File: config.mk
export PLATFORM = sky130hd
export DESIGN_NAME = seven_segment_reader
export DESIGN_NICKNAME = d
export VERILOG_FILES = /design/src/rtl/seven_segment_reader.sv
export SDC_FILE = /design/constraint.sdc
export NUM_CORES = 1
export LEC_CHECK = 0
export CAP_MARGIN = 20
export CORE_MARGIN = 1.5
export CORE_UTILIZATION = 65
export DETAILED_ROUTE_END_ITERATION = 7
export DONT_BUFFER_PORTS = 1
export PLACE_DENSITY = 0.86
export SLEW_MARGIN = 20
export SYNTH_ARGS = -nofsm -noshare
export SYNTH_HDL_FRONTEND = slang
export SYNTH_SLANG_ARGS = --single-unit
File: constraint.sdc
create_clock -name clk -period 2.8 [get_ports clk]
set_input_delay 0.84 -clock clk [delete_from_list [all_inputs] [get_ports clk]]
set_output_delay 0.84 -clock clk [all_outputs]
set_load 0.005 [all_outputs]
File: src/rtl/seven_segment_reader.sv
// seven_segment_reader: recovers digit codes from a multiplexed
// active-low 7-seg bus. Optional macro BLANK_ERR_EN flags dark digits.
module seven_segment_reader #(
    parameter int NUM_DIGITS    = 4,
    parameter int STABLE_CYCLES = 16,
    parameter int CNT_W         = 5
) (
    input  logic                    clk,
    input  logic                    rst_n,
    input  logic [6:0]              seg_in,
    input  logic [NUM_DIGITS-1:0]   an_in,
    output logic [4*NUM_DIGITS-1:0] digits_out,
    output logic                    frame_valid,
    input  logic                    frame_ready,
    output logic                    code_err,
    output logic                    overrun
);

    typedef enum logic {SETTLE, HELD} state_t;

    logic [6:0]              r_seg_s1, r_seg_s2, r_seg_prev;
    logic [NUM_DIGITS-1:0]   r_an_s1, r_an_s2, r_an_prev;
    state_t                  r_state;
    logic [CNT_W-1:0]        r_cnt;
    logic [NUM_DIGITS-1:0]   r_seen;
    logic [4*NUM_DIGITS-1:0] r_slots;
    logic [4*NUM_DIGITS-1:0] r_digits;
    logic                    r_valid;
    logic                    r_err;
    logic                    r_overrun;

    logic                    w_change;
    logic                    w_eval;
    logic [3:0]              w_code;
    logic                    w_legal;
    logic [NUM_DIGITS-1:0]   w_act;
    logic                    w_none;
    logic                    w_one;
    logic                    w_err;
    logic [NUM_DIGITS-1:0]   w_wr_vec;
    logic                    w_done;

    // Two-flop synchroniser plus a copy for change detection
    always_ff @(posedge clk) begin
        if (!rst_n) begin
            r_seg_s1   <= 7'h7F;
            r_seg_s2   <= 7'h7F;
            r_seg_prev <= 7'h7F;
            r_an_s1    <= '1;
            r_an_s2    <= '1;
            r_an_prev  <= '1;
        end else begin
            r_seg_s1   <= seg_in;
            r_seg_s2   <= r_seg_s1;
            r_seg_prev <= r_seg_s2;
            r_an_s1    <= an_in;
            r_an_s2    <= r_an_s1;
            r_an_prev  <= r_an_s2;
        end
    end

    assign w_change = (r_seg_s2 != r_seg_prev) || (r_an_s2 != r_an_prev);
    assign w_eval   = (r_state == SETTLE) && !w_change &&
                      (r_cnt == CNT_W'(STABLE_CYCLES - 1));

    // Segment pattern to code; anything off-table is illegal
    always_comb begin
        w_legal = 1'b1;
        w_code  = 4'h0;
        case (r_seg_s2)
            7'h40: w_code = 4'h0;
            7'h79: w_code = 4'h1;
            7'h24: w_code = 4'h2;
            7'h30: w_code = 4'h3;
            7'h19: w_code = 4'h4;
            7'h12: w_code = 4'h5;
            7'h02: w_code = 4'h6;
            7'h78: w_code = 4'h7;
            7'h00: w_code = 4'h8;
            7'h10: w_code = 4'h9;
            7'h39: w_code = 4'hA;
            7'h3F: w_code = 4'hB;
            default: w_legal = 1'b0;
        endcase
    end

    assign w_act  = ~r_an_s2;
    assign w_none = (w_act == '0);
    assign w_one  = !w_none &&
                    ((w_act & (w_act - NUM_DIGITS'(1))) == '0);

    // Blank digits are only a fault when the dark-digit check is built in
`ifdef BLANK_ERR_EN
    assign w_err = w_eval && (!w_one || !w_legal);
`else
    assign w_err = w_eval &&
                   ((w_one && !w_legal && (r_seg_s2 != 7'h7F)) ||
                    (!w_one && !w_none));
`endif

    assign w_wr_vec = w_act &
                      {NUM_DIGITS{w_eval && w_one && w_legal}};
    assign w_done   = &r_seen;

    // Settle FSM, slot capture, frame hand-off and error flags
    always_ff @(posedge clk) begin
        if (!rst_n) begin
            r_state   <= SETTLE;
            r_cnt     <= '0;
            r_seen    <= '0;
            r_slots   <= '0;
            r_digits  <= '0;
            r_valid   <= 1'b0;
            r_err     <= 1'b0;
            r_overrun <= 1'b0;
        end else begin
            r_err <= w_err;
            if (w_change) begin
                r_cnt   <= '0;
                r_state <= SETTLE;
            end else if (r_state == SETTLE) begin
                if (w_eval) begin
                    r_state <= HELD;
                end else begin
                    r_cnt <= r_cnt + CNT_W'(1);
                end
            end
            for (int i = 0; i < NUM_DIGITS; i++) begin
                if (w_wr_vec[i]) begin
                    r_slots[4*i +: 4] <= w_code;
                end
            end
            r_seen <= (w_done ? '0 : r_seen) | w_wr_vec;
            if (r_valid && frame_ready) begin
                r_valid <= 1'b0;
            end
            if (w_done) begin
                if (!r_valid || frame_ready) begin
                    r_digits <= r_slots;
                    r_valid  <= 1'b1;
                end else begin
                    r_overrun <= 1'b1;
                end
            end
        end
    end

    assign digits_out  = r_digits;
    assign frame_valid = r_valid;
    assign code_err    = r_err;
    assign overrun     = r_overrun;

endmodule

# Yosys cells after proc, flatten, opt, wreduce, memory -nomap -nowiden
# Cells that the tools add are included.
# word_totals
output_inout_bits	19
ramBits	0
latchBits	0
wordCells	77
memories	0
regBits	78
rom_bits	0
inputBits	14
# classes
multipliers	0
n_eq_ne	15
div_mod_pow	0
n_mux	8
add_sub_neg	2
shifts	0
n_reduce_logical	27
bitwise	8
magnitude_cmp	0
# op_table
operator	count
4-bit one-hot mux with 11 select lines	1
7-bit by 6-bit == test with 1-bit output, second input constant	4
7-bit by 5-bit == test with 1-bit output, second input constant	3
7-bit == test, second input constant	3
12-bit OR reduction	1
1-bit logical AND	10
5-bit AND reduction	2
4-bit AND	2
4-bit zero test	2
7-bit by 2-bit == test with 1-bit output, second input constant	1
7-bit zero test	1
7-bit inequality test	1
7-bit inequality test, second input constant	1
1-bit 2-to-1 mux	6
5-bit by 1-bit adder with 5-bit output, second input constant	1
5-bit by 4-bit == test with 1-bit output, second input constant	1
1-bit zero test	5
4-bit 2-to-1 mux	1
4-bit inequality test	1
1-bit inverter	4
4-bit inverter	1
4-bit OR	1
4-bit AND reduction	1
4-bit by 1-bit subtractor with 4-bit output, second input constant	1
3 further kinds	5

# Depth between registers and ports, before layout
# Gate-level depths: netlist of the first run.
# logic_depth
depth_word	9
depth_mapped	7

# Worst setup path after synthesis of the first run
# OpenSTA, ideal clock, no wires.
# synth_timing
kind	input to register
start	input port frame_ready
end	register r_digits[10], in the netlist digits_out[10]
setup_time_ns	0.076
n_path_buf	2
required_ns	2.724
slack_ns	0.948
arrival_time_ns	1.777
stages	6
cell_sequence	nand2b_1 -> nor2b_1 -> clkbuf_1 -> clkbuf_1 -> nand2_1 -> a21boi_0
# synth_between
elab_chain_cells	2
# synth_lines
item	line_no	rtl
from (decl)	14	input logic frame_ready,
1-bit logical OR	138	if (!r_valid || frame_ready) begin
5-bit AND reduction (no source line)	n/a	
to (signal assigned)	139	r_digits <= r_slots;
to (decl)	27	logic [4*NUM_DIGITS-1:0] r_digits;
# No other way between the ends.
# A chain may end at the register's enable or synchronous reset.

# Final worst setup path of the first run
# layout_timing
start	register r_seg_s2[6]
end	register r_slots[10]
# layout_between
elab_chain_cells	8
elab_cells_between_ends	23
# layout_lines
item	line_no	rtl
from (decl)	21	logic [6:0] r_seg_s1, r_seg_s2, r_seg_prev;
from (signal assigned)	54	r_seg_s2 <= r_seg_s1;
branches (longest 8 deep; another with 12-bit OR reduction)	n/a	
to (signal, indexed assignment)	130	r_slots[4*i +: 4] <= w_code;
to (decl)	26	logic [4*NUM_DIGITS-1:0] r_slots;
# Several ways; the timed one is not identified.

==> impl_metrics.json, run 1 <==
{
  "status": "completed",
  "final-max-slew-violation-count": 0,
  "path_clk_slew_ns": 0.08,
  "slowest_stage": "dfxtp_1",
  "first_pass_iters": 4,
  "cp-start-kind": "register",
  "path_max_fanout": 9,
  "grt_remaining_overflow": 0,
  "grt_pass1_vias": 1908,
  "cts_buffers": 9,
  "ys_ff_latch": 78,
  "finalSetupViolations": 0,
  "leakage_uw": 0.00123,
  "drive_gt1_frac": 0.0839,
  "tightest_slew_ns": 0.624,
  "min_from": "r_seg_s1[4]$_SDFF_PN1_",
  "fin_crit_sh": 0.723,
  "synth-main-ff-cell": "dfxtp_1",
  "routedWlPerCell_microns": 13.6,
  "post_cts_resized": 0,
  "worstPathRequired_ns": 3.01,
  "r2r_end": "r_slots[10]$_SDFFE_PN0P_",
  "synth_cell_type_count": 46,
  "n_antenna_cell": 0,
  "clock-root-buffer": "clkbuf_8",
  "core_sq_mm": 0.00447,
  "r2r_cells": 5,
  "fmax_ghz": 0.494,
  "core.rowCount": 24,
  "holdBufCountCts": 0,
  "postCtsSetupBuffers": 0,
  "syn_inst": 313,
  "cts_max_level": 3,
  "numClockSinks": 78,
  "stdcell_area_sq_mm": 0.00325,
  "start_util": 0.690,
  "clockBufferDepth": 2,
  "die_y_microns": 71.9,
  "hold_viol_final": 0,
  "placed_area_sq_mm": 0.00305,
  "clock-skew-final_ns": 0.0125,
  "relSlewSlack": 0.578,
  "syn-num-nets": 329,
  "cts_tree": "done",
  "syn2layout_area_growth_pct": 5.35,
  "crit_chain": "nor3b_1 > a32o_1 > a41o_1 > o2111ai_4 > mux2i_1",
  "yosysWarnings": 0,
  "synth_edf_count": 0,
  "nets": 321,
  "rr_startpoint": "r_seg_s2[6]$_SDFF_PN1_",
  "multi_input_area_sq_mm": 0.00140,
  "grt_max_degree": 77,
  "synth-async-reset-ratio": 0,
  "hold_class": "register to register",
  "die_area_sq_mm": 0.00517,
  "avgViaCountPerCell": 5.66,
  "track_usage": 0.215,
  "port_buffers": 0,
  "die_w_microns": 71.9,
  "seq_area_frac_synth": 0.506,
  "min_to": "r_seg_s2[4]$_SDFF_PN1_",
  "min_path_cells": 1,
  "cp.arrival_ns": 2.23,
  "path_class": "register to register",
  "tns_ns": 0,
  "regArea_sq_mm": 0.00156,
  "rsz0062_at_grt": "false",
  "hold_ws_ns": 0.407,
  "critPathTopFamily": "compound AO/OA/AOI/OAI gates",
  "place_congestion": 0.888,
  "cp_num_buf_inv": 0,
  "finalWirelength_microns": 4920,
  "drtAntennaViolNets": 0,
  "num-fill-cells": 345,
  "dp_hpwl_microns": 3310,
  "drt_iter0_markers": 102,
  "drc": 0,
  "io_pins": 33,
  "antenna_found_initial": 0,
  "p_per_area_mw_per_mm2": 636,
  "drv_cap": 0,
  "ir_drop_mv": 0.601,
  "slowest_delay_ns": 0.51,
  "grt_pass1_wl_microns": 8520,
  "period_needed_ns": 2.02,
  "end_kind": "register",
  "syn_avg_cell_area_sq_um": 9.86,
  "vias": 2049,
  "rrSetupSlack_ns": 0.78,
  "clk_latency_ns": 0.36,
  "synth_area_sq_mm": 0.00309
}
## worst max path at each step
stage / from / end / slack, ns / cells past startpoint
6_report: r_seg_s2[6]$_SDFF_PN1_ / r_slots[10]$_SDFFE_PN0P_ / 0.78 / 5
5_1_grt: r_seg_s2[6]$_SDFF_PN1_ / r_slots[10]$_SDFFE_PN0P_ / 0.62 / 5
4_1_cts: r_seg_s2[2]$_SDFF_PN1_ / r_slots[5]$_SDFFE_PN0P_ / 0.82 / 5
3_5_place_dp: r_seg_s2[2]$_SDFF_PN1_ / r_slots[13]$_SDFFE_PN0P_ / 0.80 / 5
3_3_place_gp: r_seg_s2[2]$_SDFF_PN1_ / r_slots[5]$_SDFFE_PN0P_ / 0.86 / 5
2_1_floorplan: frame_ready / digits_out[10]$_SDFFE_PN0P_ / 0.95 / 6
## metrics by stage
step | setup WS [ns] | total power [uW] | util | instances
final | 0.776 | 2070 | 0.727 | 362
after global placement | 0.858 | 1240 | 0.681 | 346
after CTS | 0.815 | 2090 | 0.727 | 362
after floorplan | 0.948 | 1250 | - | 313
after global routing | 0.623 | 2140 | 0.727 | 362
after detailed placement | 0.800 | 1250 | 0.681 | 346
## cell usage in the layout (no fill, tap or decap), types with 4 or more instances in the layout
master / netlist / routed
dfxtp_1: 78 / 78
nand2_1: 60 / 60
nand2b_1: 34 / 34
a21boi_0: 19 / 19
mux2i_1: 16 / 16
xnor2_1: 14 / 14
nor2_1: 11 / 11
clkbuf_8: 0 / 9
a21oi_1: 5 / 5
nor3_1: 5 / 5
inv_1: 4 / 4
nand3_1: 4 / 4
o21ai_0: 4 / 4
## worst register-to-register path, stage by stage (launching register included)
cell and delay, ns:
dfxtp_1 0.51, nor3b_1 0.37, a32o_1 0.21, a41o_1 0.38
o2111ai_4 0.25, mux2i_1 0.17
## report_power, final
part / internal (uW) / total, uW / switching [uW]
sequential: 1130 / 1150 / 17.5
combinational: 35.8 / 74.4 / 38.6
clock: 422 / 848 / 426
total: 1590 / 2070 / 482
## cell type report
type                       count  share of cell area
tap                           52              0.0200
clock buffer                   9              0.0381
inverter                       4             0.00462
sequential                    78               0.480
multi-input combinational    211               0.430
timing repair buffer           1             0.00231
clock inverter                 7              0.0246
## cells by family after synthesis
kind of cell             synth area share
AND/OR/NAND/NOR                     0.221
flip-flops                          0.506
AO/OA/AOI/OAI                       0.126
buffers and inverters              0.0409
multiplexers                       0.0519
XOR/XNOR                           0.0426
adder cells (fa/ha/maj)            0.0113
## synthesized netlist by cell type, drive strengths merged, types with 3 or more instances
cell type / n / area [sq um]
a21boi: 21 / 158
a21oi: 5 / 25.0
and3: 3 / 18.8
buf: 8 / 66.3
clkbuf: 12 / 45.0
dfxtp: 78 / 1560
inv: 4 / 15.0
mux2i: 16 / 160
nand2: 60 / 225
nand2b: 34 / 213
nand3: 4 / 20.0
nand4: 3 / 25.0
nor2: 11 / 41.3
nor3: 6 / 41.3
o211ai: 4 / 71.3
o21ai: 4 / 20.0
xnor2: 14 / 123
## registers in the layout, indices dropped and copies added, names as in the netlist
register	flops
r_seg_prev	7
overrun	1
digits_out	16
r_state	1
r_cnt	5
r_seg_s2	7
r_seen	4
code_err	1
r_slots	16
r_an_s1	4
frame_valid	1
r_an_s2	4
r_an_prev	4
r_seg_s1	7
## routing by layer
layer  global-route usage  up-vias  part of all wire
met5                    0        -                 0
met4                0.119        0             0.021
met3               0.0736       10             0.039
met2                0.332       48              0.47
met1                0.265      962              0.47
li1                     -     1029                 -
Note: power is estimated with default switching activity, not from simulation.
==> run 2, diff against run 1 <==
--- a/config.mk
+++ b/config.mk
@@ -7,10 +7,10 @@
 export LEC_CHECK = 0
 export CAP_MARGIN = 20
 export CORE_MARGIN = 1.5
-export CORE_UTILIZATION = 65
+export CORE_UTILIZATION = 62
 export DETAILED_ROUTE_END_ITERATION = 7
 export DONT_BUFFER_PORTS = 1
-export PLACE_DENSITY = 0.86
+export PLACE_DENSITY = 0.83
 export SLEW_MARGIN = 20
 export SYNTH_ARGS = -nofsm -noshare
 export SYNTH_HDL_FRONTEND = slang
==> constraint.sdc (replaced) <==
create_clock -name clk -period 2.02 [get_ports clk]
set_input_delay 0.606 -clock clk [delete_from_list [all_inputs] [get_ports clk]]
set_output_delay 0.606 -clock clk [all_outputs]
set_load 0.005 [all_outputs]
==> impl_metrics.json, run 2 (synthesized netlist as in run 1, its figures left out) <==
{
  "status": "completed",
  "port_buffers": 0,
  "drive_gt1_frac": 0.111,
  "nets": 325,
  "internal_power_uw": 2220,
  "fmax_ghz": 0.525,
  "cts_buffers": 9,
  "grt_pass1_wl_microns": 8340,
  "clockPowerShare": 0.402,
  "fin_crit_sh": 0.942,
  "placed_area_sq_mm": 0.00308,
  "path_clk_slew_ns": 0.08,
  "swShare": 0.221,
  "multi_input_area_sq_mm": 0.00144,
  "die_area_sq_mm": 0.00541,
  "rr_startpoint": "r_seg_s2[2]$_SDFF_PN1_",
  "post-route-util": 0.701,
  "stdcell_area_sq_mm": 0.00333,
  "clock-root-buffer": "clkbuf_8",
  "clk_latency_ns": 0.35,
  "cts_max_level": 3,
  "leakage_uw": 0.00125,
  "fin_cells": 381,
  "io_pins": 33,
  "startpoint": "r_seg_s2[2]$_SDFF_PN1_",
  "core_sq_mm": 0.00475,
  "drt_iter0_markers": 104,
  "regArea_sq_mm": 0.00156,
  "switching_power_uw": 632,
  "p_per_area_mw_per_mm2": 857,
  "start_util": 0.649,
  "dp_hpwl_microns": 3380,
  "relSlewSlack": 0.635,
  "avgViaCountPerCell": 5.40,
  "final_cell_mix": "dfxtp_1, nand2_1, nand2b_1",
  "path_class": "register to register",
  "place_inst": 363,
  "ir_drop_mv": 0.586,
  "layout_commonest_cell": "dfxtp_1",
  "cp.arrival_ns": 2.14,
  "numClockSinks": 78,
  "tightest_slew_ns": 0.548,
  "cts_tree": "done",
  "min_from": "rst_n",
  "antenna_found_initial": 0,
  "pwr-share-comb": 0.042,
  "path_max_fanout": 9,
  "routedWlPerCell_microns": 13.7,
  "finalSetupViolations": 0,
  "die_y_microns": 73.6,
  "worstPathRequired_ns": 2.26,
  "first_pass_iters": 4,
  "core.rowCount": 25,
  "die_w_microns": 73.6,
  "track_usage": 0.207,
  "vias": 2059,
  "power_frac_seq": 0.556,
  "hold_viol_final": 0,
  "grt_max_degree": 77,
  "clockBufferDepth": 2,
  "cp-start-kind": "register",
  "grt_pass1_vias": 1923,
  "grt_remaining_overflow": 0,
  "num-fill-cells": 375,
  "p_total_uw": 2860,
  "period_needed_ns": 1.90,
  "n_antenna_cell": 0,
  "rrSetupSlack_ns": 0.12,
  "drv_cap": 0,
  "finalWirelength_microns": 5220,
  "syn2layout_area_growth_pct": 8.03,
  "place_congestion": 0.865,
  "final-max-slew-violation-count": 0,
  "rsz0062_at_grt": "true",
  "hold_class": "primary input to register",
  "end_kind": "register",
  "drc": 0,
  "clock-skew-final_ns": 0.0103,
  "drtAntennaViolNets": 0
}
==> run 2: cell types whose count changed in the layout (fill, tap and decap cells not counted), moves of 3 or more <==
cell and change:
nor3_2 +3, inv_6 -3, nor3_1 -3, buf_4 +4
==> run 2: final timing paths <==
path                              end  cells past startpoint
max             r_cnt[0]$_SDFFE_PP0P_                      5
min          r_seg_prev[0]$_SDFF_PN1_                      1
max reg2reg     r_cnt[0]$_SDFFE_PP0P_                      5
min reg2reg    r_seg_s2[6]$_SDFF_PN1_                      1
==> run 2: timing repair <==
item                       in CTS  in global routing
setup buffers                   0                  2
setup endpoints to repair       1                 22
hold buffers                    0                  0
pin swaps                       0                  1
gates resized for setup         1                  7
==> run 2: final cells by class <==
| type | instances | share of cell area |
|---|---|---|
| Sequential cell | 78 | 0.468 |
| Multi-Input combinational cell | 211 | 0.431 |
| Clock buffer | 11 | 0.0424 |
| Tap cell | 67 | 0.0251 |
| Clock inverter | 5 | 0.0176 |
| Timing Repair Buffer | 5 | 0.0113 |
| Inverter | 4 | 0.00450 |
==> run 2: power by group through the flow <==
stage                     Sequential, uW  Combinational, uW  Clock (uW)
after floorplan                     1610                124           0
after global placement              1620                103           0
after detailed placement            1620                106           0
after CTS                           1590                108        1180
after global routing                1590                131        1250
final                               1590                120        1150
==> run 2: worst max-delay path, stage by stage (launching register included) <==
cell     delay, ns
dfxtp_1       0.51
xnor2_1       0.18
nand3_1       0.28
o41a_1        0.59
xnor2_1       0.18
nor2_1        0.05
==> run 2: per-layer routing <==
layer / track usage / wire (microns)
met5: 0 / 0
met4: 0.0926 / 117
met3: 0.0754 / 158
met2: 0.331 / 2540
met1: 0.247 / 2400
==> run 2: through the flow <==
stage	hold slack (ns)	TNS [ns]	setup WS, ns
5_1_grt	0.320	-0.0935	-0.0413
4_1_cts	0.315	0	0.0364
6_report	0.348	0	0.117
2_1_floorplan	0.386	0	0.329
3_5_place_dp	0.394	0	0.0111
3_3_place_gp	0.389	0	0.109
==> run 3, diff against run 2 <==
--- a/config.mk
+++ b/config.mk
@@ -6,11 +6,13 @@
 export NUM_CORES = 1
 export LEC_CHECK = 0
 export CAP_MARGIN = 20
+export CELL_PAD_IN_SITES_DETAIL_PLACEMENT = 0
+export CELL_PAD_IN_SITES_GLOBAL_PLACEMENT = 2
 export CORE_MARGIN = 1.5
-export CORE_UTILIZATION = 62
+export CORE_UTILIZATION = 39
 export DETAILED_ROUTE_END_ITERATION = 7
 export DONT_BUFFER_PORTS = 1
-export PLACE_DENSITY = 0.83
+export PLACE_DENSITY = 0.82
 export SLEW_MARGIN = 20
 export SYNTH_ARGS = -nofsm -noshare
 export SYNTH_HDL_FRONTEND = slang
==> impl_metrics.json, run 3 (synthesized netlist as in run 1, its figures left out) <==
{
  "layout_commonest_cell": "dfxtp_1",
  "pwr-share-comb": 0.043,
  "fin_crit_sh": 0.936,
  "fmax_ghz": 0.529,
  "grt_max_degree": 77,
  "slowest_delay_ns": 0.48,
  "end_kind": "register",
  "path_max_fanout": 9,
  "final_cell_mix": "dfxtp_1, nand2_1, nand2b_1",
  "cp-start-kind": "register",
  "stdcell_area_sq_mm": 0.00342,
  "syn2layout_area_growth_pct": 10.9,
  "path_class": "register to register",
  "vias": 2012,
  "hold_class": "primary input to register",
  "hold_viol_final": 0,
  "path_clk_slew_ns": 0.08,
  "startpoint": "r_seg_s2[0]$_SDFF_PN1_",
  "leakage_uw": 0.00129,
  "die_area_sq_mm": 0.00846,
  "drtAntennaViolNets": 0,
  "numClockSinks": 78,
  "clock-root-buffer": "clkbuf_8",
  "critPathTopFamily": "compound AO/OA/AOI/OAI gates",
  "grt_pass1_vias": 1920,
  "die_w_microns": 92.0,
  "nets": 331,
  "start_util": 0.402,
  "antenna_found_initial": 0,
  "power_frac_seq": 0.544,
  "holdBufCountCts": 0,
  "placed_area_sq_mm": 0.00316,
  "core.rowCount": 32,
  "io_pins": 33,
  "p_per_area_mw_per_mm2": 851,
  "n_antenna_cell": 0,
  "status": "completed",
  "die_y_microns": 92.0,
  "p_total_uw": 2910,
  "grt_remaining_overflow": 0,
  "swShare": 0.232,
  "cts_buffers": 9,
  "grt_pass1_wl_microns": 9270,
  "drc": 0,
  "clk_latency_ns": 0.35,
  "avgViaCountPerCell": 4.77,
  "min_from": "rst_n",
  "cts_tree": "done",
  "clockPowerShare": 0.413,
  "cp.arrival_ns": 2.18,
  "drt_iter0_markers": 70,
  "final-max-slew-violation-count": 0,
  "core_sq_mm": 0.00769,
  "routedWlPerCell_microns": 12.8,
  "slowest_stage": "dfxtp_1",
  "cp_num_buf_inv": 0,
  "finalSetupViolations": 0,
  "finalWirelength_microns": 5380,
  "drv_cap": 0,
  "drive_gt1_frac": 0.128,
  "first_pass_iters": 4,
  "rr_startpoint": "r_seg_s2[0]$_SDFF_PN1_",
  "tightest_slew_ns": 0.436,
  "internal_power_uw": 2240,
  "track_usage": 0.143,
  "dp_hpwl_microns": 3610,
  "place_congestion": 0.813,
  "relSlewSlack": 0.710,
  "cts_max_level": 3,
  "switching_power_uw": 677,
  "worstPathRequired_ns": 2.30,
  "ir_drop_mv": 0.431,
  "clock-skew-final_ns": 0.00753,
  "port_buffers": 0,
  "clockBufferDepth": 2,
  "period_needed_ns": 1.89,
  "crit_chain": "and4b_1 > a32o_1 > a41o_2 > o2111ai_4 > mux2i_1"
}
run 3: layout make-up:
class                   count  area [sq um]
fillers                   778          4260
flip-flops and latches     78          1560
multi-input cells         211          1430
clock buffers              10           138
well taps                 102           128
repair buffers             11          82.6
clock inverters             6          68.8
inverters                   4          15.0
run 3: worst register-to-register path, cell delays in order (launching register included):
cell and delay [ns]:
dfxtp_1 0.48, and4b_1 0.24, a32o_1 0.22, a41o_2 0.33, o2111ai_4 0.33, mux2i_1 0.22
run 3: what timing repair did:
item                                    CTS  global route
setup buffers                             0             3
endpoints found under the setup margin    0            24
gates resized for setup                   0             6
run 3: worst paths after layout:
kind | slack, ns | to | cells past startpoint
max | 0.13 | r_slots[8]$_SDFFE_PN0P_ | 5
min | 0.33 | r_seg_s1[0]$_SDFF_PN1_ | 1
max reg2reg | 0.13 | r_slots[8]$_SDFFE_PN0P_ | 5
min reg2reg | 0.41 | r_seg_s2[3]$_SDFF_PN1_ | 1
run 3: power by group through the flow:
stage | clock [uW] | sequential (uW) | combinational [uW]
after global routing | 1320 | 1590 | 136
final | 1200 | 1590 | 125
after CTS | 1250 | 1590 | 112
after detailed placement | 0 | 1620 | 111
after global placement | 0 | 1620 | 110
after floorplan | 0 | 1610 | 124
run 3: routing by layer:
layer / track usage / share of wire
met3: 0.0498 / 0.041
met1: 0.186 / 0.50
met5: 0 / 0
met2: 0.208 / 0.44
met4: 0.0718 / 0.017
run 3: per-stage QoR:
step	hold slack [ns]	TNS (ns)	utilization	cells	setup WS, ns
floorplan	0.386	0	-	313	0.329
global placement	0.391	0	0.411	403	0.128
detailed placement	0.395	0	0.411	403	0.0800
CTS	0.312	0	0.438	419	0.0550
global route	0.300	-0.0224	0.445	422	-0.0224
finish	0.325	0	0.445	422	0.129
